[src/rtl/spi_txn_arbiter_if.sv]
// Request/grant bus and SPI pins of spi_txn_arbiter, grouped as one interface.
// slave = arbiter side, master = requesters plus the external SPI slave device.
interface spi_txn_arbiter_if #(
    parameter int NUM_REQ = 3
);
    logic [NUM_REQ-1:0]   req;
    logic [2*NUM_REQ-1:0] req_op;
    logic [2*NUM_REQ-1:0] req_slv;
    logic [8*NUM_REQ-1:0] req_wdata;
    logic [NUM_REQ-1:0]   gnt;
    logic [NUM_REQ-1:0]   done;
    logic [NUM_REQ-1:0]   err;
    logic [7:0]           rdata;
    logic                 busy;
    logic                 sclk;
    logic                 CS1;
    logic                 CS2;
    logic                 CS3;
    logic                 MOSI;
    logic                 MISO;

    modport slave (
        input  req, req_op, req_slv, req_wdata, MISO,
        output gnt, done, err, rdata, busy, sclk, CS1, CS2, CS3, MOSI
    );

    modport master (
        output req, req_op, req_slv, req_wdata, MISO,
        input  gnt, done, err, rdata, busy, sclk, CS1, CS2, CS3, MOSI
    );
endinterface

[src/rtl/spi_txn_arbiter.sv]
// Arbitrates NUM_REQ requesters onto one SPI port; runs a 16-bit cmd+data transaction.
// Define SPI_ARB_RR_EN for round-robin arbitration, otherwise fixed lowest-index priority.
module spi_txn_arbiter #(
    parameter int NUM_REQ = 3,
    parameter int CLK_DIV = 1
) (
    input logic            clk,
    input logic            rst,
    spi_txn_arbiter_if.slave bus
);
    typedef enum logic [1:0] {IDLE, SETUP, SHIFT, HOLD} state_e;

    localparam int IW = (NUM_REQ > 1) ? $clog2(NUM_REQ) : 1;
    localparam int CW = (CLK_DIV > 1) ? $clog2(CLK_DIV) : 1;
    localparam logic [CW-1:0] DIV_LAST = CW'(CLK_DIV - 1);

    state_e             state_q, state_d;
    logic [CW-1:0]      div_q, div_d;
    logic [4:0]         half_q, half_d;
    logic               sclk_q, sclk_d;
    logic [2:0]         csn_q, csn_d;
    logic [15:0]        tx_q, tx_d;
    logic [7:0]         rx_q, rx_d;
    logic [7:0]         rdata_q, rdata_d;
    logic [1:0]         op_q, op_d;
    logic [IW-1:0]      own_q, own_d;
    logic [NUM_REQ-1:0] gnt_q, gnt_d;
    logic [NUM_REQ-1:0] done_q, done_d;
    logic [NUM_REQ-1:0] err_q, err_d;
    logic               busy_q, busy_d;

    logic               win_vld;
    logic [IW-1:0]      win_idx;
    logic [1:0]         win_op;
    logic [1:0]         win_slv;
    logic [7:0]         win_wdata;
    logic               phase_end;

`ifdef SPI_ARB_RR_EN
    logic [IW-1:0] ptr_q, ptr_d;

    // Search starts at the pointer and wraps past NUM_REQ-1 back to 0.
    always_comb begin : arb_rr
        int unsigned idx;
        win_vld = 1'b0;
        win_idx = '0;
        idx     = 0;
        for (int unsigned k = 0; k < NUM_REQ; k++) begin
            idx = int'(ptr_q) + k;
            if (idx >= NUM_REQ) idx = idx - NUM_REQ;
            if (!win_vld && bus.req[idx]) begin
                win_vld = 1'b1;
                win_idx = IW'(idx);
            end
        end
    end

    always_comb begin
        ptr_d = ptr_q;
        if (state_q == IDLE && win_vld)
            ptr_d = (win_idx == IW'(NUM_REQ - 1)) ? '0 : win_idx + 1'b1;
    end

    always_ff @(posedge clk) begin
        if (rst) ptr_q <= '0;
        else     ptr_q <= ptr_d;
    end
`else
    always_comb begin : arb_fixed
        win_vld = 1'b0;
        win_idx = '0;
        for (int unsigned k = 0; k < NUM_REQ; k++) begin
            if (!win_vld && bus.req[k]) begin
                win_vld = 1'b1;
                win_idx = IW'(k);
            end
        end
    end
`endif

    assign win_op    = bus.req_op[2*win_idx +: 2];
    assign win_slv   = bus.req_slv[2*win_idx +: 2];
    assign win_wdata = bus.req_wdata[8*win_idx +: 8];
    assign phase_end = (div_q == DIV_LAST);

    always_comb begin
        state_d = state_q;
        div_d   = div_q;
        half_d  = half_q;
        sclk_d  = sclk_q;
        csn_d   = csn_q;
        tx_d    = tx_q;
        rx_d    = rx_q;
        rdata_d = rdata_q;
        op_d    = op_q;
        own_d   = own_q;
        busy_d  = busy_q;
        gnt_d   = '0;
        done_d  = '0;
        err_d   = '0;

        case (state_q)
            IDLE: begin
                if (win_vld) begin
                    if (win_op == 2'b00 || win_slv == 2'b00) begin
                        err_d[win_idx] = 1'b1;
                    end else begin
                        gnt_d[win_idx] = 1'b1;
                        own_d   = win_idx;
                        op_d    = win_op;
                        tx_d    = {6'b0, win_op, (win_op == 2'b01) ? 8'h00 : win_wdata};
                        busy_d  = 1'b1;
                        div_d   = '0;
                        state_d = SETUP;
                        case (win_slv)
                            2'd1:    csn_d = 3'b110;
                            2'd2:    csn_d = 3'b101;
                            default: csn_d = 3'b011;
                        endcase
                    end
                end
            end
            SETUP: begin
                if (phase_end) begin
                    div_d   = '0;
                    half_d  = '0;
                    state_d = SHIFT;
                end else begin
                    div_d = div_q + 1'b1;
                end
            end
            SHIFT: begin
                // Even half-periods end on a rising sclk (sample), odd ones on falling (shift).
                if (phase_end) begin
                    div_d  = '0;
                    sclk_d = ~sclk_q;
                    half_d = half_q + 5'd1;
                    if (!sclk_q) rx_d = {rx_q[6:0], bus.MISO};
                    else         tx_d = {tx_q[14:0], 1'b0};
                    if (half_q == 5'd31) state_d = HOLD;
                end else begin
                    div_d = div_q + 1'b1;
                end
            end
            HOLD: begin
                if (phase_end) begin
                    div_d          = '0;
                    csn_d          = '1;
                    done_d[own_q]  = 1'b1;
                    busy_d         = 1'b0;
                    rdata_d        = (op_q == 2'b10) ? 8'h00 : rx_q;
                    state_d        = IDLE;
                end else begin
                    div_d = div_q + 1'b1;
                end
            end
            default: state_d = IDLE;
        endcase
    end

    always_ff @(posedge clk) begin
        if (rst) begin
            state_q <= IDLE;
            div_q   <= '0;
            half_q  <= '0;
            sclk_q  <= 1'b0;
            csn_q   <= '1;
            tx_q    <= '0;
            rx_q    <= '0;
            rdata_q <= '0;
            op_q    <= '0;
            own_q   <= '0;
            gnt_q   <= '0;
            done_q  <= '0;
            err_q   <= '0;
            busy_q  <= 1'b0;
        end else begin
            state_q <= state_d;
            div_q   <= div_d;
            half_q  <= half_d;
            sclk_q  <= sclk_d;
            csn_q   <= csn_d;
            tx_q    <= tx_d;
            rx_q    <= rx_d;
            rdata_q <= rdata_d;
            op_q    <= op_d;
            own_q   <= own_d;
            gnt_q   <= gnt_d;
            done_q  <= done_d;
            err_q   <= err_d;
            busy_q  <= busy_d;
        end
    end

    assign bus.gnt   = gnt_q;
    assign bus.done  = done_q;
    assign bus.err   = err_q;
    assign bus.rdata = rdata_q;
    assign bus.busy  = busy_q;
    assign bus.sclk  = sclk_q;
    assign bus.CS1   = csn_q[0];
    assign bus.CS2   = csn_q[1];
    assign bus.CS3   = csn_q[2];
    assign bus.MOSI  = tx_q[15];
endmodule

[src/flat_wrapper.sv]
// flat-port wrapper written by rule: the top's interface ports become plain ports
module spi_txn_arbiter_flat 
#(
    parameter int NUM_REQ = 3,
    parameter int CLK_DIV = 1
)
  (clk, rst, bus_req, bus_req_op, bus_req_slv, bus_req_wdata, bus_MISO, bus_gnt, bus_done, bus_err, bus_rdata, bus_busy, bus_sclk, bus_CS1, bus_CS2, bus_CS3, bus_MOSI);
  spi_txn_arbiter_if #(.NUM_REQ(NUM_REQ)) bus_i ();
  input logic clk;
  input logic rst;
  input wire logic [$bits(bus_i.req)-1:0] bus_req;
  input wire logic [$bits(bus_i.req_op)-1:0] bus_req_op;
  input wire logic [$bits(bus_i.req_slv)-1:0] bus_req_slv;
  input wire logic [$bits(bus_i.req_wdata)-1:0] bus_req_wdata;
  input wire logic [$bits(bus_i.MISO)-1:0] bus_MISO;
  output wire logic [$bits(bus_i.gnt)-1:0] bus_gnt;
  output wire logic [$bits(bus_i.done)-1:0] bus_done;
  output wire logic [$bits(bus_i.err)-1:0] bus_err;
  output wire logic [$bits(bus_i.rdata)-1:0] bus_rdata;
  output wire logic [$bits(bus_i.busy)-1:0] bus_busy;
  output wire logic [$bits(bus_i.sclk)-1:0] bus_sclk;
  output wire logic [$bits(bus_i.CS1)-1:0] bus_CS1;
  output wire logic [$bits(bus_i.CS2)-1:0] bus_CS2;
  output wire logic [$bits(bus_i.CS3)-1:0] bus_CS3;
  output wire logic [$bits(bus_i.MOSI)-1:0] bus_MOSI;
  assign bus_i.req = bus_req;
  assign bus_i.req_op = bus_req_op;
  assign bus_i.req_slv = bus_req_slv;
  assign bus_i.req_wdata = bus_req_wdata;
  assign bus_i.MISO = bus_MISO;
  assign bus_gnt = bus_i.gnt;
  assign bus_done = bus_i.done;
  assign bus_err = bus_i.err;
  assign bus_rdata = bus_i.rdata;
  assign bus_busy = bus_i.busy;
  assign bus_sclk = bus_i.sclk;
  assign bus_CS1 = bus_i.CS1;
  assign bus_CS2 = bus_i.CS2;
  assign bus_CS3 = bus_i.CS3;
  assign bus_MOSI = bus_i.MOSI;
  spi_txn_arbiter #(.NUM_REQ(NUM_REQ), .CLK_DIV(CLK_DIV)) u_core (.clk(clk), .rst(rst), .bus(bus_i));
endmodule
[config.mk]
export PLATFORM = sky130hd
export DESIGN_NAME = spi_txn_arbiter_flat
export DESIGN_NICKNAME = d
export VERILOG_FILES = /design/src/rtl/spi_txn_arbiter_if.sv /design/src/rtl/spi_txn_arbiter.sv /design/src/flat_wrapper.sv
export SDC_FILE = /design/constraint.sdc
export NUM_CORES = 1
export LEC_CHECK = 0
export ABC_AREA = 1
export BUFFER_PORTS_ARGS = -buffer_cell sky130_fd_sc_hd__buf_2
export CAP_MARGIN = 20
export CORE_ASPECT_RATIO = 1.25
export CORE_UTILIZATION = 54
export DETAILED_ROUTE_END_ITERATION = 12
export PLACE_DENSITY = 0.8
export SYNTH_ARGS = -nofsm -noshare
export SYNTH_HDL_FRONTEND = slang
export SYNTH_SLANG_ARGS = --single-unit
[constraint.sdc]
create_clock -name clk -period 3 [get_ports clk]
set_clock_uncertainty 0.1 [all_clocks]
set_input_delay 0.6 -clock clk [delete_from_list [all_inputs] [get_ports clk]]
set_output_delay 0.6 -clock clk [all_outputs]
set_load 0.005 [all_outputs]
**Word-level counts from Yosys, hierarchy flattened**

Cells that the tools add are included.

- Flip-flop bits (word level): 58
- Input bits: 42
- Output and inout bits: 23
- Logic and storage cells: 109

- Add/subtract/negate cells: 2
- Magnitude comparators: 4
- Equality and inequality tests: 15
- Shifts and indexed selects: 3
- Multiplexer cells: 39
- Bitwise operators: 6
- Reduce and logical (&&, ||, !) cells: 26

Operators with widths:

| cell | count |
|---|---|
| $mux 16 | 4 |
| $pmux 16 s2 | 1 |
| $shiftx 24x6->8 | 1 |
| $mux 8 | 2 |
| $mux 2 | 7 |
| $mux 1 | 12 |
| $pmux 3 s2 | 2 |
| $shiftx 6x4->2 | 2 |
| $mux 5 | 2 |
| $pmux 5 s2 | 1 |
| $mux 3 | 3 |
| $reduce_and 3->1 | 3 |
| $eq 2x2->1 const B | 4 |
| $ne 2x2->1 const B | 4 |
| $pmux 2 s4 | 1 |
| $reduce_or 4->1 | 2 |
| $eq 2x1->1 const B | 3 |
| $logic_not 2->1 | 3 |
| $lt 2x3->1 const B | 2 |
| $ne 2x1->1 const B | 3 |
| $not 1->1 | 6 |
| $reduce_and 2->1 | 3 |
| $reduce_and 6->1 | 1 |
| $reduce_bool 2->1 | 3 |
| other kinds (12) | 20 |

**Depth between registers and ports, before layout**

Gate-level depths: netlist of the first run.

- Depth in word-level cells: 13
- Gate-level depth with buffers: 16
- Gate-level depth less buffers: 14

**Worst setup path after synthesis of the first run**

Ideal clock, no wire load.

- Kind: input -> register
- Start: input bus_req[0]
- End: register u_core.tx_q[2]
- Data arrival time: 2.344 ns
- Required time: 2.784 ns
- Setup slack: 0.440 ns
- Cell stages on the path: 15
- Path through: inv_1 > nand2_1 > buf_2 > buf_2 > or2_2 > o211ai_1 > o21ai_0 > inv_1 > ha_1 > inv_1 > nand2_8 > nand2_8 > buf_4 > a21oi_1 > nor2_1

- Longest elaborated chain between the ends: 13
- Elaborated cells between the ends (all ways): 23
- Classes of those cells: 3 x eq/ne; 3 x shift; 9 x mux; 8 x reduce/logical

RTL lines:

| element | line | RTL |
|---|---|---|
| from (decl) | flat_wrapper.sv:11 | `input wire logic [$bits(bus_i.req)-1:0] bus_req;` |
| $mux 1 * | spi_txn_arbiter.sv:73 | `if (!win_vld && bus.req[k]) begin` |
| $logic_not 1->1 | spi_txn_arbiter.sv:73 |  |
| $logic_and 1x1->1 | spi_txn_arbiter.sv:73 |  |
| $mux 1 | spi_txn_arbiter.sv:73 |  |
| $logic_not 1->1 | spi_txn_arbiter.sv:73 |  |
| $logic_and 1x1->1 | spi_txn_arbiter.sv:73 |  |
| $mux 2 | spi_txn_arbiter.sv:73 |  |
| $shiftx 6x4->2 | spi_txn_arbiter.sv:81 | `assign win_op = bus.req_op[2*win_idx +: 2];` |
| $eq 2x1->1 | spi_txn_arbiter.sv:111 | `tx_d = {6'b0, win_op, (win_op == 2'b01) ? 8'h00 : win_wdata};` |
| $mux 8 | spi_txn_arbiter.sv:111 |  |
| $mux 16 | spi_txn_arbiter.sv:105 | `if (win_op == 2'b00 \|\| win_slv == 2'b00) begin` |
| $mux 16 | spi_txn_arbiter.sv:104 | `if (win_vld) begin` |
| $pmux 16 s2 | spi_txn_arbiter.sv:102 | `case (state_q)` |
| to (signal assigned) | spi_txn_arbiter.sv:183 | `tx_q <= tx_d;` |
| to (decl) | spi_txn_arbiter.sv:22 | `logic [15:0] tx_q, tx_d;` |

Mark *: on every way between the ends. The rest lies on a longest branch, timed or not. The select of a mux whose other input is x is not followed.
A chain may end at the register's enable or synchronous reset.

**Final worst setup path of the first run**

- Start: input bus_req[0]
- End: register u_core.tx_q[5]

The elaborated chain is that of the path after synthesis.

==> flow_metrics.env, run 1 <==
export IMPL_htreeDepth=3
export IMPL_power_frac_seq_pct=35.8
export IMPL_grt_ovfl_total=0
export IMPL_fin_nets=521
export IMPL_clk_pin_slew_ns=0.06
export IMPL_ant_nets=0
export IMPL_slew_violations=0
export IMPL_hpwl_microns=4440
export IMPL_port_buffer_count=64
export IMPL_first_pass_iters=4
export IMPL_end_kind="flip-flop"
export IMPL_crit_required_ns=3.11
export IMPL_fmax_mhz=428
export IMPL_path_class="in -> reg"
export IMPL_finalSetupViolCount=0
export IMPL_grt_pass1_wl_microns=11000
export IMPL_area_growth_pct=18.3
export IMPL_synth_cells=407
export IMPL_tightest_slew_ns=0.703
export IMPL_top_usage_layer="met2"
export IMPL_wl_per_cell_microns=11.4
export IMPL_status="completed"
export IMPL_combPwrFrac_pct=40.2
export IMPL_ys_seq_elements=57
export IMPL_ys_seq_area_share_pct=39.1
export IMPL_cts_sinks=57
export IMPL_final_common_cell="nand2_1"
export IMPL_switching_power_mw=1.17
export IMPL_final_cell_mix="91 x nand2_1, 64 x buf_2, 57 x dfxtp_1"
export IMPL_final_hold_viol_count=0
export IMPL_tns_ns=0
export IMPL_numCtsBuffers=9
export IMPL_min_period_ns=2.34
export IMPL_postCtsSetupRepairBufs=0
export IMPL_track_usage_pct=25.1
export IMPL_power_density_nw_per_um2=855
export IMPL_cts_hold_buffers=0
export IMPL_clock_path_buffers=2
export IMPL_hold_class="reg -> reg"
export IMPL_synth_area_sq_um=2920
export IMPL_cap_violations=0
export IMPL_max_slew_margin_pct=53.1
export IMPL_gp_congestion=0.845
export IMPL_yosys_most_used_dff="dfxtp_1"
export IMPL_synth_nets=458
export IMPL_final_cells=536
export IMPL_fin_area_sq_um=3450
export IMPL_drc=0
export IMPL_cts_tree="built"
export IMPL_dpl_cell_area_sq_um=3260
export IMPL_grtUsageMet1_pct=30.1
export IMPL_routed_wirelength_microns=6130
export IMPL_vias=2758
export IMPL_clkPwrFrac_pct=24.0
export IMPL_start_util_pct=56.7
export IMPL_cts_root_buf="clkbuf_8"
export IMPL_post_place_cells=521
export IMPL_grt_max_degree=28
export IMPL_clkLatencyLatePin_ns=0.33
export IMPL_ctsResizeCount=0
export IMPL_rsz0062_at_grt="no"
export IMPL_worstPathArrival_ns=2.45
export IMPL_antenna_cells=0
export IMPL_dieArea_sq_um=5710
export IMPL_use_met2_pct=41.3
export IMPL_die_h_microns=84.2
export IMPL_antenna_found_initial=0
export IMPL_swShare_pct=39.8
export IMPL_p_leak_nw=1.70
export IMPL_power_internal_mw=1.78
export IMPL_cp_max_fo=25
export IMPL_drtIter0Drc=170
export IMPL_vias_per_cell=5.15
export IMPL_critPathLaunchType="input pin"
export IMPL_synth_edff_count=0
export IMPL_fp_dieW_microns=67.8
export IMPL_drive_above_1_share_pct=24.5
export IMPL_yosysWarnings=0
export IMPL_fin_crit_sh_pct=77.9
export IMPL_rows=29
export IMPL_grt_pass1_vias=2593
export IMPL_async_flop_share_pct=0
export IMPL_synth_cell_type_count=29
export IMPL_syn_area_per_cell_sq_um=7.17
export IMPL_fp_coreArea_sq_um=5150
export IMPL_final_util_pct=67.0
export IMPL_ioPinCount=65
export IMPL_irDropWorstVdd_uv=399
export IMPL_met3_usage_pct=5.57
==> worst max-delay path, cell delays in order <==
cell	delay, ns
buf_2	0.11
inv_1	0.08
nand2_1	0.15
inv_1	0.17
nand2_1	0.08
nand3_1	0.06
o21ai_0	0.14
ha_1	0.23
inv_1	0.15
nand2_8	0.09
nand2_8	0.16
nand2_8	0.14
o21ai_0	0.22
nor2_1	0.06
==> power by group through the flow <==
stage | sequential (mW) | combinational, mW | clock (mW)
floorplan | 1.05 | 0.953 | 0
global placement | 1.06 | 1.14 | 0
detailed placement | 1.07 | 1.17 | 0
CTS | 1.05 | 1.18 | 0.722
global route | 1.07 | 1.36 | 0.757
finish | 1.06 | 1.19 | 0.709
==> state kept, by name, indices dropped and copies added (netlist names) <==
register          count
u_core.bus.busy       1
u_core.bus.err        3
u_core.tx_q          16
u_core.state_q        2
u_core.csn_q          3
u_core.half_q         5
u_core.bus.rdata      8
u_core.rx_q           8
u_core.bus.gnt        3
u_core.bus.done       3
u_core.op_q           2
u_core.bus.sclk       1
u_core.own_q          2
==> per-stage QoR <==
| step | hold WS [ns] | worst slack (ns) | power (mW) |
|---|---|---|---|
| global placement | 0.348 | 0.469 | 2.20 |
| CTS | 0.365 | 0.670 | 2.96 |
| global route | 0.387 | 0.443 | 3.19 |
| detailed placement | 0.350 | 0.361 | 2.24 |
| finish | 0.362 | 0.663 | 2.95 |
| floorplan | 0.323 | 0.440 | 2.00 |
==> layer usage <==
metal / vias up / part of all wire, %
met5: - / 0
met4: 0 / 1.7
met3: 10 / 6.1
met2: 100 / 47
met1: 1211 / 45
li1: 1437 / -
==> cell type report <==
type,instances,area [sq um]
fill,446,1700
multi-input combinational,285,1500
sequential,57,1140
timing repair buffer,70,365
inverter,47,176
clock buffer,12,155
tap,62,77.6
clock inverter,3,40.0
==> path summary, 6_finish.rpt <==
check        slack, ns               from  cells past startpoint                  end
min               0.36     u_core.rx_q[7]                      2  u_core.bus.rdata[7]
max               0.66         bus_req[0]                     14       u_core.tx_q[5]
min reg2reg       0.36     u_core.rx_q[7]                      2  u_core.bus.rdata[7]
max reg2reg       0.74  u_core.state_q[1]                      8       u_core.tx_q[5]
==> cell usage after synthesis, types with 3 or more instances <==
| master | instances | area share, % |
|---|---|---|
| nor3_1 | 8 | 1.4 |
| dfxtp_1 | 57 | 39 |
| inv_1 | 44 | 5.7 |
| nand3b_1 | 6 | 1.5 |
| o21ai_0 | 31 | 5.3 |
| nor2_1 | 37 | 4.8 |
| a21oi_2 | 9 | 2.7 |
| nand2_4 | 4 | 1.5 |
| nand2_2 | 9 | 1.9 |
| nand2_1 | 91 | 12 |
| a21oi_1 | 28 | 4.8 |
| nand3_1 | 38 | 6.5 |
| ha_1 | 9 | 3.9 |
| nand4_1 | 4 | 0.86 |
| clkbuf_1 | 10 | 1.3 |
| nor2_2 | 3 | 0.64 |
| nand2_8 | 3 | 2.1 |
==> cell families after synthesis <==
family	Yosys count	synth area share (%)
AOI/OAI and AO/OA	72	14.3
adders and majority gates	9	3.86
buffers and inverters	65	9.64
DFF	57	39.1
and+or+nand+nor	204	33.1
Power figures use the tool's default switching activity.
==> inputs of run 2 (changes only) <==
- CORE_UTILIZATION: 54 -> 49
- PLACE_DENSITY: 0.8 -> 0.76
- clock period: 3 -> 2.15 ns (I/O delays scaled with it)
==> run 2 against run 1 <==
Compared with the run above:
- the run now ends with design-rule violations left
- core utilization fell by 5.5 points
- combinational power rose by 45%
- worst hold slack worse by 0.14 ns
- via count increased by 0.36%
- sequential power grew 39%
- design area up 2.9%
- setup slack worse by 0.49 ns
- register-to-register slack got worse by 0.57 ns
- largest cell class unchanged
- largest power group unchanged
- highest routed layer unchanged
==> flow_metrics.env, run 2 (synthesis gave the netlist of run 1 again) <==
export IMPL_status="finished with violations"
export IMPL_violations="design-rule violations"
export IMPL_cts_tree="built"
export IMPL_fp_coreArea_sq_um=5780
export IMPL_fin_nets=534
export IMPL_finalSetupViolCount=0
export IMPL_drive_above_1_share_pct=27.7
export IMPL_clock_path_buffers=2
export IMPL_critPathLaunchType="flip-flop"
export IMPL_track_usage_pct=21.4
export IMPL_cts_hold_buffers=0
export IMPL_dieArea_sq_um=6270
export IMPL_dpl_worst_slack_ns=-0.0512
export IMPL_antenna_found_initial=0
export IMPL_final_hold_viol_count=0
export IMPL_clk_pin_slew_ns=0.06
export IMPL_worstPathArrival_ns=2.15
export IMPL_die_h_microns=88.3
export IMPL_wl_per_cell_microns=11.1
export IMPL_grt_pass1_wl_microns=10600
export IMPL_fmax_mhz=505
export IMPL_max_slew_margin_pct=61.3
export IMPL_fin_crit_sh_pct=92.1
export IMPL_min_period_ns=1.98
export IMPL_cap_violations=0
export IMPL_crit_required_ns=2.32
export IMPL_rsz0062_at_grt="no"
export IMPL_irDropWorstVdd_uv=464
export IMPL_clkPwrFrac_pct=21.1
export IMPL_final_cell_mix="90 x nand2_1, 64 x buf_2, 57 x dfxtp_1"
export IMPL_grt_pass1_vias=2521
export IMPL_routed_wirelength_microns=6170
export IMPL_hpwl_microns=4540
export IMPL_cts_sinks=57
export IMPL_power_frac_seq_pct=36.2
export IMPL_ant_nets=0
export IMPL_area_growth_pct=21.7
export IMPL_port_buffer_count=64
export IMPL_tightest_slew_ns=0.580
export IMPL_fp_dieW_microns=71.0
export IMPL_power_density_nw_per_um2=1140
export IMPL_gp_congestion=0.763
export IMPL_end_kind="flip-flop"
export IMPL_cp_max_fo=9
export IMPL_setup_ws_ns=0.170
export IMPL_vias_per_cell=5.00
export IMPL_power_internal_mw=2.37
export IMPL_combPwrFrac_pct=42.7
export IMPL_first_pass_iters=9
export IMPL_htreeDepth=3
export IMPL_regMostFlops="u_core.tx_q"
export IMPL_p_total_mw=4.06
export IMPL_drc=5
export IMPL_largest_reg_flops=16
export IMPL_ctsResizeCount=0
export IMPL_cts_root_buf="clkbuf_8"
export IMPL_drtIter0Drc=159
export IMPL_swShare_pct=41.5
export IMPL_post_place_cells=538
export IMPL_p_leak_nw=1.75
export IMPL_start_util_pct=50.5
export IMPL_vias=2768
export IMPL_hold_class="in -> reg"
export IMPL_grt_ovfl_total=0
export IMPL_clkLatencyLatePin_ns=0.33
export IMPL_final_common_cell="nand2_1"
export IMPL_final_cells=554
export IMPL_rows=31
export IMPL_antenna_cells=0
export IMPL_numCtsBuffers=9
export IMPL_path_class="reg -> reg"
export IMPL_postCtsSetupRepairBufs=0
export IMPL_slew_violations=0
export IMPL_grt_max_degree=35
export IMPL_switching_power_mw=1.69
export IMPL_ioPinCount=65
run 2: changes by cell type in the layout (fill, tap and decap cells not counted), sizes merged:
cell	change
clkinv	+1
inv	+1
clkbuf	-3
clkinvlp	+3
bufinv	-1
buf	+13
run 2: layout make-up:
type | instances | area (sq um)
Fill cell | 529 | 2230
Multi-Input combinational cell | 285 | 1510
Sequential cell | 57 | 1140
Timing Repair Buffer | 83 | 463
Inverter | 47 | 181
Clock buffer | 9 | 124
Tap cell | 66 | 82.6
Clock inverter | 7 | 46.3
run 2: per-stage QoR:
stage               instance area, sq um  utilization, %  hold slack (ns)  setup TNS [ns]
floorplan                           2960               -            0.323               0
global placement                    3380            58.5            0.343               0
detailed placement                  3380            58.5            0.344          -0.276
CTS                                 3550            61.5            0.215               0
global route                        3550            61.5            0.248               0
finish                              3550            61.5            0.221               0
run 2: worst paths after layout:
path	to	slack, ns	depth (start not counted)	from
worst min-delay path	u_core.rx_q[0]	0.22	3	bus_MISO
worst max-delay path	u_core.tx_q[8]	0.17	8	u_core.state_q[0]
worst max register to register	u_core.tx_q[8]	0.17	8	u_core.state_q[0]
worst min register to register	u_core.tx_q[12]	0.37	2	u_core.tx_q[12]
run 2: power groups by stage:
stage | combinational, mW | clock, mW | sequential [mW]
after floorplan | 1.35 | 0 | 1.47
after global placement | 1.69 | 0 | 1.48
after detailed placement | 1.72 | 0 | 1.48
after CTS | 1.74 | 0.871 | 1.47
after global routing | 1.96 | 0.922 | 1.50
final | 1.73 | 0.855 | 1.47
run 2: layer usage:
layer / routed length [microns] / part of all wire [%] / global-route usage [%]
met5: 0 / 0 / 0
met4: 108 / 1.8 / 10.2
met3: 273 / 4.4 / 5.01
met2: 3020 / 49 / 39.0
met1: 2770 / 45 / 23.7
run 2: critical path, cell delays in order (launching register included):
cell      delay [ns]
dfxtp_1         0.37
inv_1           0.10
ha_1            0.21
inv_1           0.21
nor2_2          0.09
a211oi_4        0.35
buf_4           0.24
nand3_1         0.11
a21oi_2         0.14
